[src/rtl/param_data_memory_if.sv]
// ---------------------------------------------------------------------------
// param_data_memory_if
//
// Bus bundle between a datapath (master) and param_data_memory (slave).
//
// Signals:
//   MemWrite  master->slave  write request, sampled at the rising edge
//   MemRead   master->slave  read request, sampled at the rising edge
//   Address   master->slave  word address (ADDR_WIDTH bits)
//   WriteData master->slave  write data (DATA_WIDTH bits)
//   ReadData  slave->master  registered read data
//   ReadValid slave->master  one-cycle strobe, ReadData updated by a read
//   Busy      slave->master  high during reset and the init sweep
//   AddrError slave->master  one-cycle strobe, request had Address >= DEPTH
// ---------------------------------------------------------------------------
interface param_data_memory_if #(
    parameter int DATA_WIDTH = 8,
    parameter int ADDR_WIDTH = 8
);
    logic                  MemWrite;
    logic                  MemRead;
    logic [ADDR_WIDTH-1:0] Address;
    logic [DATA_WIDTH-1:0] WriteData;
    logic [DATA_WIDTH-1:0] ReadData;
    logic                  ReadValid;
    logic                  Busy;
    logic                  AddrError;

    modport master (
        output MemWrite, MemRead, Address, WriteData,
        input  ReadData, ReadValid, Busy, AddrError
    );

    modport slave (
        input  MemWrite, MemRead, Address, WriteData,
        output ReadData, ReadValid, Busy, AddrError
    );
endinterface

[src/rtl/param_data_memory.sv]
// ---------------------------------------------------------------------------
// param_data_memory
//
// Parametrised data memory for the datapath. Reads are registered and come
// back one cycle later with a ReadValid strobe; writes land on the sampling
// edge. After reset an INIT state sweeps the array one word per edge while
// Busy is high, then RUN accepts requests. Addresses >= DEPTH are flagged
// with AddrError instead of aliasing onto real words.
//
// Ports:
//   CLK    input  single clock, rising edge
//   reset  input  synchronous, active-high reset
//   bus    slave  modport of param_data_memory_if (requests and responses)
//
// Parameters: DATA_WIDTH (word width), ADDR_WIDTH (address width),
//             DEPTH (word count, even, 2 .. 2**ADDR_WIDTH).
//
// Build option: define DMEM_INIT_PATTERN_EN to fill the array with a ramp
// (lower half) and negated ramp (upper half) during the sweep; otherwise the
// sweep writes zeros. Sweep timing is the same either way.
// ---------------------------------------------------------------------------
module param_data_memory #(
    parameter int DATA_WIDTH = 8,
    parameter int ADDR_WIDTH = 8,
    parameter int DEPTH      = 32
) (
    input logic                CLK,
    input logic                reset,
    param_data_memory_if.slave bus
);
    localparam int IDX_WIDTH = (DEPTH > 2) ? $clog2(DEPTH) : 1;
    localparam int AEXT_WIDTH = ADDR_WIDTH + 1;
    localparam logic [IDX_WIDTH-1:0]  LAST_IDX  = IDX_WIDTH'(DEPTH - 1);
    localparam logic [AEXT_WIDTH-1:0] DEPTH_EXT = AEXT_WIDTH'(DEPTH);

    typedef enum logic {
        INIT,
        RUN
    } state_t;

    state_t                state;
    logic [IDX_WIDTH-1:0]  sweepIdx;
    logic [DATA_WIDTH-1:0] mem [DEPTH];

    logic                  inRange;
    logic [IDX_WIDTH-1:0]  wordAddr;
    logic [DATA_WIDTH-1:0] initWord;
    logic                  memWe;
    logic [IDX_WIDTH-1:0]  memWAddr;
    logic [DATA_WIDTH-1:0] memWData;

    // The extra leading bit lets DEPTH == 2**ADDR_WIDTH compare correctly.
    assign inRange  = {1'b0, bus.Address} < DEPTH_EXT;
    assign wordAddr = bus.Address[IDX_WIDTH-1:0];

`ifdef DMEM_INIT_PATTERN_EN
    localparam logic [IDX_WIDTH-1:0] HALF_IDX = IDX_WIDTH'(DEPTH / 2);

    // Lower half holds its own index, upper half holds the negated offset
    // from the midpoint, wrapped to the word width.
    always_comb begin
        initWord = DATA_WIDTH'(sweepIdx);
        if (sweepIdx >= HALF_IDX) begin
            initWord = DATA_WIDTH'(0) - DATA_WIDTH'(sweepIdx - HALF_IDX);
        end
    end
`else
    assign initWord = '0;
`endif

    // Single write port shared by the sweep and accepted writes. Nothing is
    // written on a reset edge, and out-of-range writes never reach the array.
    always_comb begin
        memWe    = 1'b0;
        memWAddr = sweepIdx;
        memWData = initWord;
        if (!reset) begin
            if (state == INIT) begin
                memWe = 1'b1;
            end else begin
                memWe    = bus.MemWrite && inRange;
                memWAddr = wordAddr;
                memWData = bus.WriteData;
            end
        end
    end

    // Array storage kept free of reset so it maps onto plain RAM.
    always_ff @(posedge CLK) begin
        if (memWe) begin
            mem[memWAddr] <= memWData;
        end
    end

    // Control FSM with registered outputs. Reads sample the array before the
    // write port updates it, which gives read-before-write on a same-address
    // read+write. Requests during INIT are dropped without any strobe.
    always_ff @(posedge CLK) begin
        if (reset) begin
            state         <= INIT;
            sweepIdx      <= '0;
            bus.ReadData  <= '0;
            bus.ReadValid <= 1'b0;
            bus.AddrError <= 1'b0;
            bus.Busy      <= 1'b1;
        end else if (state == INIT) begin
            bus.ReadValid <= 1'b0;
            bus.AddrError <= 1'b0;
            if (sweepIdx == LAST_IDX) begin
                state    <= RUN;
                sweepIdx <= '0;
                bus.Busy <= 1'b0;
            end else begin
                sweepIdx <= sweepIdx + 1'b1;
                bus.Busy <= 1'b1;
            end
        end else begin
            bus.Busy      <= 1'b0;
            bus.ReadValid <= bus.MemRead;
            bus.AddrError <= (bus.MemRead || bus.MemWrite) && !inRange;
            if (bus.MemRead) begin
                bus.ReadData <= inRange ? mem[wordAddr] : '0;
            end
        end
    end
endmodule

[src/flat_wrapper.sv]
// flat-port wrapper written by rule: the top's interface ports become plain ports
module param_data_memory_flat 
#(
    parameter int DATA_WIDTH = 8,
    parameter int ADDR_WIDTH = 8,
    parameter int DEPTH      = 32
)
  (CLK, reset, bus_MemWrite, bus_MemRead, bus_Address, bus_WriteData, bus_ReadData, bus_ReadValid, bus_Busy, bus_AddrError);
  param_data_memory_if #(.DATA_WIDTH(DATA_WIDTH), .ADDR_WIDTH(ADDR_WIDTH)) bus_i ();
  input logic CLK;
  input logic reset;
  input wire logic [$bits(bus_i.MemWrite)-1:0] bus_MemWrite;
  input wire logic [$bits(bus_i.MemRead)-1:0] bus_MemRead;
  input wire logic [$bits(bus_i.Address)-1:0] bus_Address;
  input wire logic [$bits(bus_i.WriteData)-1:0] bus_WriteData;
  output wire logic [$bits(bus_i.ReadData)-1:0] bus_ReadData;
  output wire logic [$bits(bus_i.ReadValid)-1:0] bus_ReadValid;
  output wire logic [$bits(bus_i.Busy)-1:0] bus_Busy;
  output wire logic [$bits(bus_i.AddrError)-1:0] bus_AddrError;
  assign bus_i.MemWrite = bus_MemWrite;
  assign bus_i.MemRead = bus_MemRead;
  assign bus_i.Address = bus_Address;
  assign bus_i.WriteData = bus_WriteData;
  assign bus_ReadData = bus_i.ReadData;
  assign bus_ReadValid = bus_i.ReadValid;
  assign bus_Busy = bus_i.Busy;
  assign bus_AddrError = bus_i.AddrError;
  param_data_memory #(.DATA_WIDTH(DATA_WIDTH), .ADDR_WIDTH(ADDR_WIDTH), .DEPTH(DEPTH)) u_core (.CLK(CLK), .reset(reset), .bus(bus_i));
endmodule
[config.mk]
export PLATFORM = sky130hd
export DESIGN_NAME = param_data_memory_flat
export DESIGN_NICKNAME = d
export VERILOG_FILES = /design/src/rtl/param_data_memory_if.sv /design/src/rtl/param_data_memory.sv /design/src/flat_wrapper.sv
export SDC_FILE = /design/constraint.sdc
export NUM_CORES = 1
export LEC_CHECK = 0
export CORE_MARGIN = 1
export CORE_UTILIZATION = 57
export DETAILED_ROUTE_END_ITERATION = 10
export DONT_BUFFER_PORTS = 1
export PLACE_DENSITY = 0.73
export SLEW_MARGIN = 5
export SYNTH_ARGS = -nofsm -noshare
export SYNTH_HDL_FRONTEND = slang
export SYNTH_SLANG_ARGS = --single-unit
[constraint.sdc]
create_clock -name CLK -period 2.7 [get_ports CLK]
set_input_delay 0.81 -clock CLK [delete_from_list [all_inputs] [get_ports CLK]]
set_output_delay 0.81 -clock CLK [all_outputs]
set_load 0.1 [all_outputs]
; ---- Yosys cells after proc, flatten, opt, wreduce, memory -nomap -nowiden
; Memories as Yosys holds them, arrays and structs flattened.
; Cells that the tools add are included.
[op_classes]
addsub = 1
n_mul = 0
div_mod_pow = 0
magnitude_cmp = 1
n_eq_ne = 1
shift = 0
n_mux = 14
bitwise = 1
n_reduce_logical = 6
[op_table]
columns = operator, n
row1 = $mux 8, 3
row2 = $mux 5, 3
row3 = $lt 8x6->1 const B, 1
row4 = $mux 1, 8
row5 = $add 5x1->5 const B, 1
row6 = $eq 5x5->1 const B, 1
row7 = $logic_and 1x1->1, 2
row8 = $reduce_and 2->1, 1
row9 = $reduce_or 2->1, 1
row10 = $logic_not 1->1, 1
row11 = $logic_or 1x1->1, 1
row12 = $not 1->1, 1
[word_totals]
regBits = 17
latch_bits = 0
mem_bits_rw = 256
mem_bits_ro = 0
inputBits = 20
out_inout_bits = 11
elab_cells = 31
mem_count = 1
[memory_table]
columns = name, depth, width, rd, rd_clocked_by_memory_dff, wr, line
row1 = u_core.mem, 32, 8, 1, 0, 1, param_data_memory.sv:43  ; logic [DATA_WIDTH-1:0] mem [DEPTH];

; ---- Longest topological paths before layout
; Gate-level depths: netlist of the first run.
[depth]
ltp_word = 6
depth_mapped = 8
depth_no_buf = 6

; ---- Worst setup path before layout of the first run
; No wires, ideal clock.
[synth_timing]
path_kind = input -> register
startpoint = in bus_Address[2]
endpoint = mem u_core.mem[14][0], enable pin
setup_time_ns = 0.370
t_arrival_ns = 2.254
path_slack_ns = 0.076
path_stages = 6
cell_sequence = buf_2 -> buf_1 -> clkbuf_1 -> mux2_2 -> nand2_1 -> nor2_1
[synth_via]
elab_chain_len = 6
word_cells_on_any_way = 8
classes_between = 1 x order compare / 6 x mux / 1 x reduce/logical
[synth_rtl]
columns = item, line
row1 = start: declaration, flat_wrapper.sv:14  ; input wire logic [$bits(bus_i.Address)-1:0] bus_Address;
row2 = $lt 8x6->1, param_data_memory.sv:53  ; assign inRange = {1'b0, bus.Address} < DEPTH_EXT;
row3 = $logic_and 1x1->1, param_data_memory.sv:81  ; memWe = bus.MemWrite && inRange;
row4 = $mux 1, param_data_memory.sv:78  ; if (state == INIT) begin
row5 = $mux 1, param_data_memory.sv:77  ; if (!reset) begin
row6 = $mux 1, param_data_memory.sv:90  ; if (memWe) begin
row7 = $mux 1 (implied by the code), param_data_memory.sv:91  ; mem[memWAddr] <= memWData;
row8 = end: declaration, param_data_memory.sv:43
; Several ways; a longest one is shown, not always the timed one.

; ---- Final worst setup path of the first run
[layout_timing]
startpoint = reg u_core.state
endpoint = reg u_core.bus.ReadData[4]
[layout_via]
elab_chain_len = 1
[layout_rtl]
columns = item, line
row1 = start: declaration, param_data_memory.sv:41  ; state_t state;
row2 = start signal: assignment, param_data_memory.sv:100  ; state <= INIT;
row3 = start signal: assignment, param_data_memory.sv:110  ; state <= RUN;
row4 = $reduce_and 2->1 (no source line), n/a
row5 = end signal: assignment, param_data_memory.sv:122  ; bus.ReadData <= inRange ? mem[wordAddr] : '0;
row6 = end: declaration, param_data_memory_if.sv:36  ; output ReadData, ReadValid, Busy, AddrError
; Every way passes these cells.
; A chain may end at the register's enable or synchronous reset.

==> flow_metrics.tcl, run 1 <==
set metrics [dict create \
    num_rows 50 \
    num_antenna_cells 0 \
    clock_pin_slew_reported_for_the_worst_setup_and_hold_paths_after_clock_tree_synthesis_ns 0.06 \
    drtAntennaViolNets 0 \
    drt_iter0_markers 637 \
    synthDistinctLibCells 38 \
    power.density_nw_per_um2 691.6 \
    synth_edf_count 256 \
    synth_area_um2 10970 \
    cts_max_level 1 \
    tritoncts "built" \
    slew_headroom 0.3438 \
    postPlaceCellArea_um2 11530 \
    finalWirelength_mm 23.30 \
    synth_most_common_cell "edfxtp_1" \
    io_buffer_count 0 \
    place.detailed.instances 869 \
    drive_gt1_frac 0.2120 \
    synthDominantAreaCellType "edfxtp_1" \
    synth_cells 612 \
    p_leak_uw 0.004542 \
    timing.critical_path.from_type "register" \
    die_width_um 140.7 \
    io-pin-count 31 \
    mean_cell_area_of_the_mapped_netlist_um2 17.92 \
    routed_via_density 6.401 \
    yosys_register_bits 273 \
    fp.dieArea_um2 19800 \
    finClkSkew_ns 0.01027 \
    power_after_layout_uw 8596 \
    grt_usage 0.2454 \
    criticalPathCategory "register to register" \
    synth_nets 634 \
    worst_path_largest_cell_delay_ns 0.82 \
    synthDominantCellAreaShare 0.7010 \
    outcome "finished, final reports clean" \
    timing.final.crit_share 0.9144 \
    worst_vdd_ir_mv 0.5178 \
    timing.critical_path.max_delay_family "compound AO/OA/AOI/OAI gates" \
    wire_length_of_the_first_global_routing_pass_mm 35.67 \
    cts_buffers 27 \
    clockRootBuffer "clkbuf_16" \
    globalRouteOverflowTotal 0 \
    synth_top_family_by_area "multiplexers" \
    post_synth_mux_area_share 0.1412 \
    min-delay-path-class "input pin to register" \
    residual_drc 0 \
    timing.final.hold_violations 0 \
    count_of_tritonroute_iterations_in_the_first_routing_pass 5 \
    timing.critical_path.buf_inv 1 \
    setup_crit_end_kind "register" \
    tritoncts_num_sinks 273 \
    wl_per_cell_um 25.38 \
    cp_slowest_cell "a2111oi_0" \
    dominantRegCellSynth "edfxtp_1" \
    worst-slew-pin-transition_ns 0.9595 \
    synth_top_cells_by_area "edfxtp_1 (70%), mux4_2 (8.2%), mux2i_1 (5.3%)" \
    top_cells_by_count_synth "edfxtp_1 (256), mux2i_1 (58), nor2_1 (43)" \
    setup_viol 0 \
    post-cts-setup-buffers 0 \
    gp_congestion 0.8774 \
    clk-insertion-delay-late_ns 0.52 \
    finalNonFillerCells 918 \
    starting_utilization_of_the_core_area 0.5843 \
    vias 5876 \
    critPathMaxFanout 14 \
    report.final.slew_viol_count 0 \
    arrival_ns 2.83 \
    synthArstFlopShare 0 \
    synth_warnings 0 \
    hold_buffers 0 \
    post_synth_fa_ha_maj_area_fraction 0.002282 \
    post_synth_and_or_nand_nor_area_fraction 0.05659 \
    grt_setup_unrepaired "no" \
    hold-worst-slack_ns 0.3474 \
    synth_xor_area_frac 0 \
    syn_to_final_growth_pct 13.34 \
    clockBufferDepth 3 \
    stdcell_area_um2 12430 \
    synth-compound-area-share 0.05168 \
    design.core.area_um2 18770 \
    fmax_mhz 405.0 \
    crit_required_ns 3.06 \
    finalNetCount 686 \
    die_h_um 140.7 \
    synth_sequential_area_ratio 0.7320 \
    first_global_vias 5912 \
    post_cts.resized_instances 0 \
    grt_max_degree 90 \
    final.min_clock_period_ns 2.469 \
    cap_viol_max_count 0 \
    setup-tns-final_ns 0 \
    antenna_found_initial 0 \
    detailed_place_hpwl_mm 14.36 \
    crit_path_cell_trace "buf_4, a21boi_0, nand2b_1, a2111oi_0, nor4_1" \
]
-- placed cells by master, fill, tap and decap left out, types with 13 or more instances in the layout --
cell type,synthesis,layout
nor2_1,43,43
nor2b_1,16,16
dfxtp_1,17,17
edfxtp_1,256,256
buf_4,2,59
mux4_2,40,40
a2111oi_0,13,13
a22oi_1,16,16
clkbuf_16,0,28
and2_1,15,15
mux2i_1,58,58
nand2_1,14,14
-- logic make-up after synthesis --
group,Yosys count
buffers and inverters,38
AO/OA/AOI/OAI,74
multiplexers,104
AND/OR/NAND/NOR,121
flip-flops,273
adder cells (fa/ha/maj),2
-- worst paths after layout --
path                                              end                             from  cells after the start  slack, ns
hold / removal        u_core.sweepIdx[2]$_SDFFE_PP0N_                            reset                      1       0.35
setup / recovery  u_core.bus.ReadData[4]$_SDFFE_PP0P_          u_core.state$_SDFF_PP0_                      5       0.23
hold reg to reg       u_core.sweepIdx[3]$_SDFFE_PP0N_  u_core.sweepIdx[1]$_SDFFE_PP0N_                      2       0.55
setup reg to reg  u_core.bus.ReadData[4]$_SDFFE_PP0P_          u_core.state$_SDFF_PP0_                      5       0.23
-- flip-flops by register name, indices dropped and copies added, names as in the netlist --
name / cells
u_core.mem: 256
u_core.bus.ReadData: 8
u_core.sweepIdx: 5
u_core.bus.AddrError: 1
u_core.bus.Busy: 1
u_core.bus.ReadValid: 1
u_core.state: 1
-- worst reg2reg max path, delay by kind of cell, from the launching register on --
family                 cells  cell delay, ns
buffers and inverters      1            0.29
DFF                        1            0.56
AOI/OAI and AO/OA          2            1.07
and+or+nand+nor            2            0.39
-- layout make-up --
class | instances | area, µm²
Sequential cell | 273 | 8028
Fill cell | 1208 | 6339
Multi-Input combinational cell | 301 | 2761
Clock buffer | 38 | 768.2
Timing Repair Buffer | 59 | 442.9
Tap cell | 234 | 292.8
Clock inverter | 11 | 128.9
Inverter | 2 | 7.507
-- report_power, final --
group	internal [µW]	leakage (µW)	switching, µW
combinational	119	0.00129	112
clock	2260	0.000440	1510
sequential	4590	0.00281	11.8
total	6970	0.00454	1630
-- through the flow --
step | utilization | worst slack, ns
global route | 0.6623 | 0.1750
floorplan | - | 0.07616
detailed placement | 0.6145 | -0.07602
global placement | 0.6145 | -0.1159
finish | 0.6623 | 0.2311
CTS | 0.6623 | 0.2853
-- layer usage --
layer / vias up / wire [µm] / track usage
met5: - / 0 / 0
met4: 0 / 601 / 0.08066
met3: 48 / 2143 / 0.04416
met2: 309 / 10900 / 0.3854
met1: 2963 / 9658 / 0.3528
li1: 2556 / - / -
Power figures use the tool's default switching activity.
==> inputs of run 2 (changes only) <==
--- a/config.mk
+++ b/config.mk
@@ -9,7 +9,7 @@
 export CORE_UTILIZATION = 57
 export DETAILED_ROUTE_END_ITERATION = 10
 export DONT_BUFFER_PORTS = 1
-export PLACE_DENSITY = 0.73
+export PLACE_DENSITY = 0.75
 export SLEW_MARGIN = 5
 export SYNTH_ARGS = -nofsm -noshare
 export SYNTH_HDL_FRONTEND = slang
==> run 2 against run 1 <==
- utilization decreased by 0.27 points
- first-iteration DRC count increased by 12%
- power decreased by 1.6%
- cell area decreased by 0.41%
- non-clock buffer count decreased by 2
- clock skew increased by 0.0039 ns
- global-route usage increased by 0.70 points
- maximum frequency increased by 12%
- worst setup slack improved by 0.26 ns
- count of clock-buffer cells in the layout decreased by 5
- clock power decreased by 4%
- critical path type unchanged
- largest power group unchanged
==> flow_metrics.tcl, run 2 (synthesized netlist as in run 1, its figures left out) <==
set metrics [dict create \
    timing.critical_path.max_delay_family "multiplexers" \
    p_int_uw 6861 \
    top_register "u_core.mem" \
    outcome "finished, final reports clean" \
    timing.final.hold_violations 0 \
    timing.final.crit_share 0.8181 \
    layout.area.seq_um2 8028 \
    syn_to_final_growth_pct 12.87 \
    post_cts.resized_instances 0 \
    hold_buffers 0 \
    finalNetCount 683 \
    flop_pwr_share 0.544 \
    drtAntennaViolNets 0 \
    post-cts-setup-buffers 0 \
    cts_max_level 1 \
    first_global_vias 5813 \
    power.density_nw_per_um2 683.3 \
    crit_required_ns 2.93 \
    antenna_found_initial 0 \
    num_rows 50 \
    grt_max_degree 90 \
    power_after_layout_uw 8458 \
    largest_register_ff_count 256 \
    die_width_um 140.7 \
    design.core.area_um2 18770 \
    wl_per_cell_um 26.30 \
    die_h_um 140.7 \
    cp_slowest_cell "mux2i_1" \
    hold-worst-slack_ns 0.3439 \
    slew_headroom 0.4591 \
    final_common_cell "edfxtp_1" \
    fp.dieArea_um2 19800 \
    drt_iter0_markers 715 \
    clk-insertion-delay-late_ns 0.53 \
    setup_viol 0 \
    wire_length_of_the_first_global_routing_pass_mm 36.23 \
    cts_buffers 26 \
    globalRouteOverflowTotal 0 \
    report.final.slew_viol_count 0 \
    power.net_switching_uw 1597 \
    crit_path_cell_trace "nor2b_1, mux2i_1, nand2_1, nor2_1, buf_4" \
    post-route-util 0.6595 \
    power.clock.fraction 0.429 \
    finalWirelength_mm 24.07 \
    finClkSkew_ns 0.01417 \
    criticalPathCategory "register to register" \
    num_antenna_cells 0 \
    worst_vdd_ir_mv 0.4363 \
    timing.critical_path.from_type "register" \
    grt_usage 0.2524 \
    gp_congestion 0.8664 \
    drive_gt1_frac 0.2100 \
    setup_crit_end_kind "register" \
    multi_input_gate_area_um2 2761 \
    io_buffer_count 0 \
    routed_via_density 6.380 \
    io-pin-count 31 \
    setup-tns-final_ns 0 \
    clock_pin_slew_reported_for_the_worst_setup_and_hold_paths_after_clock_tree_synthesis_ns 0.06 \
    layout_common_cells "edfxtp_1 (256), mux2i_1 (58), buf_4 (57), nor2_1 (43), mux4_2 (40)" \
    arrival_ns 2.44 \
    fillerInstances 1189 \
    detailed_place_hpwl_mm 14.80 \
    min-delay-path-class "input pin to register" \
    clockRootBuffer "clkbuf_16" \
    worst_path_largest_cell_delay_ns 0.70 \
    starting_utilization_of_the_core_area 0.5843 \
    cap_viol_max_count 0 \
    final.min_clock_period_ns 2.209 \
    fmax_mhz 452.7 \
    reg.largest.list "u_core.mem x256, u_core.bus.ReadData x8, u_core.sweepIdx x5" \
    tritoncts "built" \
    clockBufferDepth 3 \
    worst-slew-pin-transition_ns 0.7908 \
    p_leak_uw 0.004519 \
    tritoncts_num_sinks 273 \
    comb_power_share 0.028 \
    residual_drc 0 \
    power.share.switching 0.1889 \
    timing.critical_path.buf_inv 1 \
    count_of_tritonroute_iterations_in_the_first_routing_pass 5 \
    vias 5838 \
    grt_setup_unrepaired "no" \
    critPathMaxFanout 8 \
]
-- run 2: changes by cell type in the layout (fill, tap and decap cells not counted), sizes merged --
cell,delta
buf,-2
inv,-1
clkinv,+5
clkbuf,-5
-- run 2: worst paths after layout --
| path | startpoint | to | slack, ns | depth (start not counted) |
|---|---|---|---|---|
| setup / recovery | u_core.state$_SDFF_PP0_ | u_core.mem[11][6]$_DFFE_PP_ | 0.49 | 5 |
| setup reg to reg | u_core.state$_SDFF_PP0_ | u_core.mem[11][6]$_DFFE_PP_ | 0.49 | 5 |
| hold reg to reg | u_core.sweepIdx[1]$_SDFFE_PP0N_ | u_core.sweepIdx[3]$_SDFFE_PP0N_ | 0.56 | 2 |
| hold / removal | reset | u_core.sweepIdx[0]$_SDFFE_PP0N_ | 0.34 | 1 |
-- run 2: power groups by stage --
stage	logic [µW]	registers, µW	clock network (µW)
floorplan	231	4680	0
global placement	230	4690	0
detailed placement	232	4690	0
CTS	235	4600	3650
global route	248	4600	3820
finish	236	4600	3620
-- run 2: layout make-up --
class / instances / area share
Sequential cell: 273 / 0.6485
Multi-Input combinational cell: 301 / 0.2231
Clock buffer: 33 / 0.05802
Timing Repair Buffer: 57 / 0.03457
Tap cell: 234 / 0.02365
Clock inverter: 15 / 0.01152
Inverter: 2 / 0.0006065
-- run 2: metal layers --
layer,part of all wire,GRT usage,vias up,routed length [µm]
met3,0.085,0.04891,50,2052
met2,0.49,0.4082,307,11760
met5,0,0,-,0
met1,0.40,0.3539,2927,9681
met4,0.024,0.07265,0,570
li1,-,-,2554,-
-- run 2: metrics by stage --
step / instance area, µm² / cells / setup WS, ns
CTS: 12380 / 915 / 0.5652
finish: 12380 / 915 / 0.4912
floorplan: 10970 / 612 / 0.07616
global placement: 11520 / 867 / 0.1176
global route: 12380 / 915 / 0.3817
detailed placement: 11520 / 867 / 0.09542
==> inputs of run 3 (changes only) <==
--- a/config.mk
+++ b/config.mk
@@ -6,10 +6,10 @@
 export NUM_CORES = 1
 export LEC_CHECK = 0
 export CORE_MARGIN = 1
-export CORE_UTILIZATION = 57
+export CORE_UTILIZATION = 63
 export DETAILED_ROUTE_END_ITERATION = 10
 export DONT_BUFFER_PORTS = 1
-export PLACE_DENSITY = 0.75
+export PLACE_DENSITY = 0.79
 export SLEW_MARGIN = 5
 export SYNTH_ARGS = -nofsm -noshare
 export SYNTH_HDL_FRONTEND = slang
==> constraint.sdc (replaced) <==
create_clock -name CLK -period 2.3 [get_ports CLK]
set_input_delay 0.69 -clock CLK [delete_from_list [all_inputs] [get_ports CLK]]
set_output_delay 0.69 -clock CLK [all_outputs]
set_load 0.1 [all_outputs]
==> run 3 against run 2 <==
- global-route usage grew 2.1 points
- flip-flop and latch count is the same
- die area shrank 9.4%
- non-clock buffer count shrank 13
- wire length shrank 1.9%
- worst setup slack lost 0.24 ns
- register-to-register slack lost 0.24 ns
- power grew 18%
- sequential share of layout area shrank 1.1 points
- largest cell class unchanged
==> flow_metrics.tcl, run 3 (synthesized netlist as in run 1, its figures left out) <==
set metrics [dict create \
    outcome "finished, final reports clean" \
    timing.critical_path.buf_inv 2 \
    cp_slowest_cell "dfxtp_1" \
    grt_use_met3 0.04006 \
    comb_power_share 0.032 \
    count_of_tritonroute_iterations_in_the_first_routing_pass 6 \
    slew_headroom 0.5324 \
    final_common_cell "edfxtp_1" \
    clock_pin_slew_reported_for_the_worst_setup_and_hold_paths_after_clock_tree_synthesis_ns 0.06 \
    design.core.area_um2 16760 \
    fp.dieArea_um2 17940 \
    grt_setup_unrepaired "no" \
    clockRootBuffer "clkbuf_16" \
    worst-slew-pin-transition_ns 0.6837 \
    post-cts-setup-buffers 0 \
    power.clock.fraction 0.429 \
    path_common_cell "buf_4" \
    critPathMaxFanout 8 \
    wire_length_of_the_first_global_routing_pass_mm 35.70 \
    grt_max_degree 90 \
    timing.final.hold_violations 0 \
    num_antenna_cells 0 \
    report.final.slew_viol_count 0 \
    num_rows 47 \
    crit_path_cell_trace "nor2b_1, buf_4, mux2i_1, nand2_1, buf_4, nor2_4" \
    finalWirelength_mm 23.61 \
    drtAntennaViolNets 0 \
    io_buffer_count 0 \
    routed_via_density 6.709 \
    criticalPathCategory "register to register" \
    reg.largest.list "u_core.mem x256, u_core.bus.ReadData x8, u_core.sweepIdx x5" \
    top_register "u_core.mem" \
    p_int_uw 8058 \
    layout_common_cells "edfxtp_1 (256), mux2i_1 (56), buf_4 (44), mux4_2 (40), nor2_4 (32)" \
    finalNetCount 672 \
    drt_iter0_markers 645 \
    globalRouteMet1Util 0.4189 \
    wl_per_cell_um 26.47 \
    cap_viol_max_count 0 \
    clockBufferDepth 3 \
    timing.critical_path.from_type "register" \
    die_width_um 133.9 \
    timing.critical_path.max_delay_family "simple AND/OR/NAND/NOR gates" \
    worst_path_largest_cell_delay_ns 0.39 \
    post-route-util 0.7517 \
    first_global_vias 5819 \
    hold_buffers 0 \
    power.net_switching_uw 1963 \
    p_leak_uw 0.004487 \
    die_h_um 133.9 \
    flop_pwr_share 0.539 \
    power_after_layout_uw 10020 \
    arrival_ns 2.25 \
    grt_usage 0.2729 \
    post_cts.resized_instances 0 \
    detailed_place_hpwl_mm 14.73 \
    final.min_clock_period_ns 2.044 \
    tritoncts_num_sinks 273 \
    largest_register_ff_count 256 \
    antenna_found_initial 0 \
    hold-worst-slack_ns 0.2276 \
    drive_gt1_frac 0.2619 \
    cts_buffers 28 \
    power.density_nw_per_um2 795.4 \
    grt_use_met2 0.4125 \
    setup_viol 0 \
    setup_crit_end_kind "register" \
    worst_vdd_ir_mv 0.7443 \
    global_route.peak_usage_layer "met1" \
    timing.final.crit_share 0.8886 \
    gp_congestion 0.9171 \
    io-pin-count 31 \
    finClkSkew_ns 0.007098 \
    worst-r2r-setup-slack_ns 0.26 \
    clk-insertion-delay-late_ns 0.53 \
    crit_required_ns 2.50 \
    fmax_mhz 489.3 \
    vias 5984 \
    min-delay-path-class "input pin to register" \
    power.share.switching 0.1958 \
    syn_to_final_growth_pct 14.88 \
    globalRouteOverflowTotal 0 \
    tritoncts "built" \
    residual_drc 0 \
    cts_max_level 1 \
    starting_utilization_of_the_core_area 0.6543 \
]
run 3: worst register-to-register path: cells and delay by family, from the launching register on:
kind	cells	cell delay (ns)
simple gates	3	0.63
buf+inv	2	0.41
flops	1	0.39
mux	1	0.29
run 3: final cells by class:
class                      instances  area (µm²)
multi-input combinational        301        3082
clock buffer                      36       752.0
sequential                       273        8028
fill                             947        4161
inverter                           2       7.507
tap                              220       275.3
timing repair buffer              44       330.3
clock inverter                    16       123.9
run 3: per-stage QoR:
step | worst slack (ns) | instance area (µm²) | setup TNS [ns] | cells
floorplan | -0.001749 | 11300 | -0.05597 | 612
global placement | -0.01211 | 11720 | -0.01211 | 840
detailed placement | -0.004357 | 11720 | -0.004357 | 840
CTS | 0.2626 | 12600 | 0 | 892
global route | 0.1519 | 12600 | 0 | 892
finish | 0.2561 | 12600 | 0 | 892
run 3: path summary, 6_finish.rpt:
kind | start | end | cells past startpoint
worst min register to register | u_core.sweepIdx[0]$_SDFFE_PP0N_ | u_core.sweepIdx[3]$_SDFFE_PP0N_ | 2
worst max-delay path | u_core.state$_SDFF_PP0_ | u_core.mem[20][4]$_DFFE_PP_ | 6
worst max register to register | u_core.state$_SDFF_PP0_ | u_core.mem[20][4]$_DFFE_PP_ | 6
worst min-delay path | reset | u_core.sweepIdx[0]$_SDFFE_PP0N_ | 1
run 3: layer usage:
| layer | wire [µm] | share of wire | up-vias |
|---|---|---|---|
| li1 | - | - | 2541 |
| met1 | 10120 | 0.43 | 3065 |
| met5 | 0 | 0 | - |
| met4 | 559 | 0.024 | 0 |
| met2 | 11040 | 0.47 | 329 |
| met3 | 1893 | 0.080 | 49 |
run 3: power groups by stage:
stage,clock network (µW),logic (µW),registers [µW]
after floorplan,0,318,5500
after global placement,0,312,5500
after detailed placement,0,319,5500
after CTS,4320,323,5400
after global routing,4500,340,5400
final,4300,324,5400
